## config.mk

```make
export PLATFORM = sky130hd
export DESIGN_NAME = gg_mb_sequencer
export DESIGN_NICKNAME = d
export VERILOG_FILES = /design/src/rtl/gg_mb_sequencer.sv
export SDC_FILE = /design/constraint.sdc
export NUM_CORES = 1
export LEC_CHECK = 0
export CAP_MARGIN = 10
export CORE_MARGIN = 1.5
export CORE_UTILIZATION = 40
export CTS_BUF_LIST = sky130_fd_sc_hd__clkbuf_4
export CTS_CLUSTER_DIAMETER = 200
export DETAILED_ROUTE_END_ITERATION = 10
export GPL_TIMING_DRIVEN = 0
export PLACE_DENSITY = 0.71
export RECOVER_POWER = 25
export SLEW_MARGIN = 20
export SYNTH_ARGS = -nofsm -noshare
export SYNTH_HDL_FRONTEND = slang
export SYNTH_SLANG_ARGS = --single-unit
```

## constraint.sdc

```tcl
create_clock -name clk -period 3.3 [get_ports clk]
set_input_delay 0.66 -clock clk [delete_from_list [all_inputs] [get_ports clk]]
set_output_delay 0.66 -clock clk [all_outputs]
set_load 0.005 [all_outputs]
```

## src/rtl/gg_mb_sequencer.sv

```systemverilog
// Purpose : macroblock sequencer; steps the gg_process 4x4 datapath through
//           every block of a macroblock in H.264 coding order and totals results.
// Latency : start -> first blk_valid 1 cycle; last accepted block -> done 1 cycle.
// Backpr. : blk_ready low holds step, cidx/bidx and the totals; start is
//           ignored outside IDLE (no queueing).
// Ports   : start/i16/qpy_in/*_oop_in  macroblock controls, latched at start
//           cidx/bidx/qpy/*_out_of_pic  datapath controls for the current block
//           blk_valid/blk_ready/first/last  per-block handshake to the writer
//           bitcount/ssd/overflow  per-block datapath results
//           busy/done/mb_*  macroblock status and saturating totals
module gg_mb_sequencer #(
  parameter int BC_W   = 9,
  parameter int SSD_W  = 20,
  parameter int MBC_W  = 15,
  parameter int MSSD_W = 25
) (
  input  logic              clk,
  input  logic              reset,
  input  logic              start,
  input  logic              i16,
  input  logic [5:0]        qpy_in,
  input  logic              abv_oop_in,
  input  logic              left_oop_in,
  output logic [2:0]        cidx,
  output logic [3:0]        bidx,
  output logic [5:0]        qpy,
  output logic              abv_out_of_pic,
  output logic              left_out_of_pic,
  output logic              blk_valid,
  input  logic              blk_ready,
  output logic              blk_first,
  output logic              blk_last,
  input  logic [BC_W-1:0]   bitcount,
  input  logic [SSD_W-1:0]  ssd,
  input  logic [6:0]        overflow,
  output logic              busy,
  output logic              done,
  output logic [MBC_W-1:0]  mb_bitcount,
  output logic [MSSD_W-1:0] mb_ssd,
  output logic [6:0]        mb_overflow
);

  typedef enum logic [1:0] {IDLE, RUN, DONE} state_t;

  state_t     state, state_nxt;
  logic [4:0] step, step_nxt;
  logic       mode_i16;
  logic       xfer;
  logic       at_last;

  logic [MBC_W:0]    bc_sum;
  logic [MSSD_W:0]   ssd_sum;
  logic [MBC_W-1:0]  bc_sat;
  logic [MSSD_W-1:0] ssd_sat;

  // Step -> {cidx, bidx}. i16 mode inserts the luma DC block at step 16 and
  // shifts the chroma part of the 4x4 table by one.
  function automatic logic [6:0] decode(input logic [4:0] s, input logic m);
    logic [4:0] c;
    logic [4:0] off;
    c      = '0;
    off    = '0;
    decode = '0;
    if (s < 5'd16) begin
      decode = {(m ? 3'd1 : 3'd0), s[3:0]};
    end else if (m && s == 5'd16) begin
      decode = {3'd6, 4'd0};
    end else begin
      c = m ? s - 5'd1 : s;
      if (c == 5'd16) begin
        decode = {3'd4, 4'd0};
      end else if (c == 5'd17) begin
        decode = {3'd5, 4'd0};
      end else if (c < 5'd22) begin
        off    = c - 5'd18;
        decode = {3'd2, off[3:0]};
      end else begin
        off    = c - 5'd22;
        decode = {3'd3, off[3:0]};
      end
    end
  endfunction

  assign xfer      = (state == RUN) && blk_ready;
  assign at_last   = (step == (mode_i16 ? 5'd26 : 5'd25));
  assign blk_valid = (state == RUN);
  assign busy      = (state != IDLE);
  assign done      = (state == DONE);
  assign blk_first = (state == RUN) && (step == 5'd0);
  assign blk_last  = (state == RUN) && at_last;

  // One extra carry bit per accumulator; a carry out pins the total at all-ones.
  assign bc_sum  = {1'b0, mb_bitcount} + {{(MBC_W + 1 - BC_W){1'b0}}, bitcount};
  assign ssd_sum = {1'b0, mb_ssd} + {{(MSSD_W + 1 - SSD_W){1'b0}}, ssd};
  assign bc_sat  = bc_sum[MBC_W]   ? '1 : bc_sum[MBC_W-1:0];
  assign ssd_sat = ssd_sum[MSSD_W] ? '1 : ssd_sum[MSSD_W-1:0];

  always_comb begin
    state_nxt = state;
    step_nxt  = step;
    case (state)
      IDLE: begin
        if (start) begin
          state_nxt = RUN;
          step_nxt  = 5'd0;
        end
      end
      RUN: begin
        if (blk_ready) begin
          if (at_last) state_nxt = DONE;
          else         step_nxt  = step + 5'd1;
        end
      end
      DONE:    state_nxt = IDLE;
      default: state_nxt = IDLE;
    endcase
  end

  always_ff @(posedge clk or posedge reset) begin
    if (reset) begin
      state           <= IDLE;
      step            <= '0;
      mode_i16        <= 1'b0;
      qpy             <= '0;
      abv_out_of_pic  <= 1'b0;
      left_out_of_pic <= 1'b0;
      cidx            <= '0;
      bidx            <= '0;
      mb_bitcount     <= '0;
      mb_ssd          <= '0;
      mb_overflow     <= '0;
    end else begin
      state <= state_nxt;
      step  <= step_nxt;
      if (state == IDLE && start) begin
        mode_i16        <= i16;
        qpy             <= qpy_in;
        abv_out_of_pic  <= abv_oop_in;
        left_out_of_pic <= left_oop_in;
        {cidx, bidx}    <= decode(5'd0, i16);
        mb_bitcount     <= '0;
        mb_ssd          <= '0;
        mb_overflow     <= '0;
      end
      if (xfer) begin
        mb_bitcount <= bc_sat;
        mb_ssd      <= ssd_sat;
        mb_overflow <= mb_overflow | overflow;
        // cidx/bidx are decoded a cycle ahead so they are already registered
        // when the new step is presented.
        if (!at_last) {cidx, bidx} <= decode(step + 5'd1, mode_i16);
      end
    end
  end

endmodule

```

==> metrics.txt <==
worst-path fanout max 6; Top Family by Delay on Critical Path compound AO/OA/AOI/OAI gates; Max transition margin 0.0469; CP required 3.63 ns; # setup viols final 0; CP endpoint mb_ssd[24]; final worst path period need approximately 3.1 ns; Critical Path Stages 11; Max rail drop VDD 387 uV; fin area between 0.006 and 0.007 mm2; synth warn 0; RR Startpoint step[1]; I/O pin cnt between 100 and 150; setup TNS 0 ns; most common cell after layout, fill and taps aside clkdlybuf4s50_1; pin count of the biggest net entering global routing 56; vias in the first global route 4410; unrepaired setup endpoints after global routing no; Remaining DRCs 0; Mapped Nets a little over 600; drt first-iter violations between 150 and 200; WS Path Type in2reg; CTS root buf clkbuf_4; chip width 111 um; clk_lat worst skew 0.43 ns; Finished Layout Cells between 800 and 900; core footprint roughly 0.011 mm2; Syn Area/Cell approximately 8.8 um2; r2r endpoint bidx[3]; Final nets between 700 and 800; max_cap viols 0; total grt overflow 0; CP startpoint kind input port; routed length per instance 16.6 um; Antenna Nets Post-Route 0; commonest non-fill, non-tap cells in the layout 114 x clkdlybuf4s50_1, 71 x nand2_1, 70 x a21oi_1, 70 x dfrtp_1, 32 x ha_1; H-tree depth 3; Netlist cell types between 60 and 70; Synth async-reset ratio 1.00; total power around 5.4 mW; WP data arrival 3.41 ns; TritonCTS buffer count 9; Placed Cells 788; placer's final routability congestion estimate between 0.9 and 1; vias per cell approximately 5.5; EDFF count, synth 0; largest cells by area after synthesis dfrtp_1 37%, ha_1 8.6%, a21oi_1 7.5%; Leakage between 2 and 3 nW; global-route wire length before repair roughly 22000 um; HP Class reg2reg; synthesized cell area 0.00468 mm2; clk slew on worst S/H paths approximately 0.13 ns; area grow syn2layout 31.9%; final core area utilization 0.541; slowest stage delay, CP just under 0.5 ns; total routed wirelength approximately 13000 um; hold slack 0.494 ns; Hold Violations, Final 0; TritonCTS clock tree yes; sequential area share after synthesis 0.374; setup ws final between 0.2 and 0.25 ns; Die Height around 110 um; status complete, no violations; DP Area roughly 0.0060 mm2; Fmax between 300 and 400 MHz; share of cells above drive strength 1 0.0652; die area around 0.012 mm2; Clock Sinks 70; Synth Register Bits 70; clk_skew 0.0170 ns; Buf/Inv on CP 2; initial antenna violation count 1; Crit-path slowest cell clkdlybuf4s50_1; Max Slew Vio Count 0; Crit. End Element flip-flop; first-pass iteration count of the detailed router 4; GRT Overall Usage 0.219; CTS Buffer Depth 2; post-place setup slack -0.225 ns; share of the synthesized area in the top cell type 0.374; Critical path origin ssd[0]; P per Cell Area ~870 mW/mm2; Final HPWL DP 9900 um; vias between 4000 and 5000; flop-to-flop setup slack 0.37 ns; Buffers on Ports between 100 and 150; R2R depth 12; worst slew pin tran about 1.4 ns; largest area contributor in the netlist dfrtp_1; post-route clock period utilization 0.933; Initial Util 0.410; # rows 39; ys flop type dfrtp_1; post-synthesis cell count about 530; crit-path cells clkdlybuf4s50_1, ha_1, inv_1, fa_1, nand2b_1, a21oi_1, o211a_1, a31o_1, a31o_2, o21ai_0, a221o_1
==> repair_timing <==
item                                    CTS  global route
hold buffers                              0             0
endpoints found under the setup margin    0             1
resized for setup                         0             4
endpoints found under the hold margin     0             0
buffers inserted                          0             0
==> worst min-delay path by stage <==
stage                          startpoint              end  slack [ns]  cells past startpoint
final                     left_out_of_pic  left_out_of_pic        0.49                      2
after global routing      left_out_of_pic  left_out_of_pic        0.52                      2
after CTS                           reset           qpy[3]        0.48                      2
after detailed placement           qpy[0]           qpy[0]        0.47                      2
after global placement     abv_out_of_pic   abv_out_of_pic        0.46                      2
after floorplan            abv_out_of_pic   abv_out_of_pic        0.47                      2
==> routing by layer <==
metal	vias up	global-route usage	part of all wire
met5	-	0	0
met4	0	0.0692	0.015
met3	14	0.0262	0.037
met2	106	0.372	0.49
met1	2149	0.291	0.45
li1	2183	-	-
==> report_power, final <==
group          switching [mW]  leakage [nW]  internal, mW  total, mW
Sequential              0.339         0.837          1.19       1.53
Combinational            1.58          1.79          1.62       3.20
Clock                   0.328        0.0810         0.302      0.630
Total                    2.25          2.71          3.11       5.36
==> cells by family after synthesis <==
family                   Yosys count  share of synthesized area
adder cells (fa/ha/maj)           36                      0.101
flip-flops                        70                      0.374
multiplexers                       2                    0.00428
buffers and inverters             44                     0.0364
AND/OR/NAND/NOR                  158                      0.161
AO/OA/AOI/OAI                    191                      0.264
XOR/XNOR                          28                     0.0596
==> registers in the layout, summed over array words and instances, names as in the netlist <==
register,cells
bidx,4
mb_overflow,7
step,5
qpy,6
cidx,3
mode_i16,1
abv_out_of_pic,1
mb_bitcount,15
left_out_of_pic,1
mb_ssd,25
state,2
==> synthesized netlist by cell type, types with 5 or more instances <==
| library cell | count |
|---|---|
| a21o_1 | 13 |
| xnor2_1 | 8 |
| nor2_1 | 27 |
| nand3_1 | 14 |
| clkbuf_1 | 17 |
| nand2b_1 | 6 |
| inv_1 | 21 |
| nor3_1 | 9 |
| nand2_1 | 71 |
| a22o_1 | 8 |
| o21ai_1 | 5 |
| xor2_1 | 17 |
| a21oi_1 | 70 |
| and2_1 | 6 |
| dfrtp_1 | 70 |
| a31oi_1 | 20 |
| ha_1 | 32 |
| and3_1 | 6 |
| o21ai_0 | 29 |
==> cell type report <==
class,count,area (um2)
clock buffer,9,67.6
antenna,1,2.50
clock inverter,7,88.8
tap,143,179
timing repair buffer,116,1160
multi-input combinational,415,2760
inverter,21,80.1
fill,1093,5240
sequential,70,1750
buffer,22,90.1
==> worst reg2reg max path, stage by stage, from the launching register on <==
cell and delay (ns):
dfrtp_1 0.46, ha_1 0.31, nand3_2 0.12, xnor2_2 0.32, clkbuf_2 0.28, a21oi_1 0.09
a211o_1 0.28, fa_1 0.38, xnor2_1 0.21, nand2_1 0.07, nor2_1 0.09, a21oi_1 0.07
o21ai_0 0.15
(Power assumes the default switching activity.)
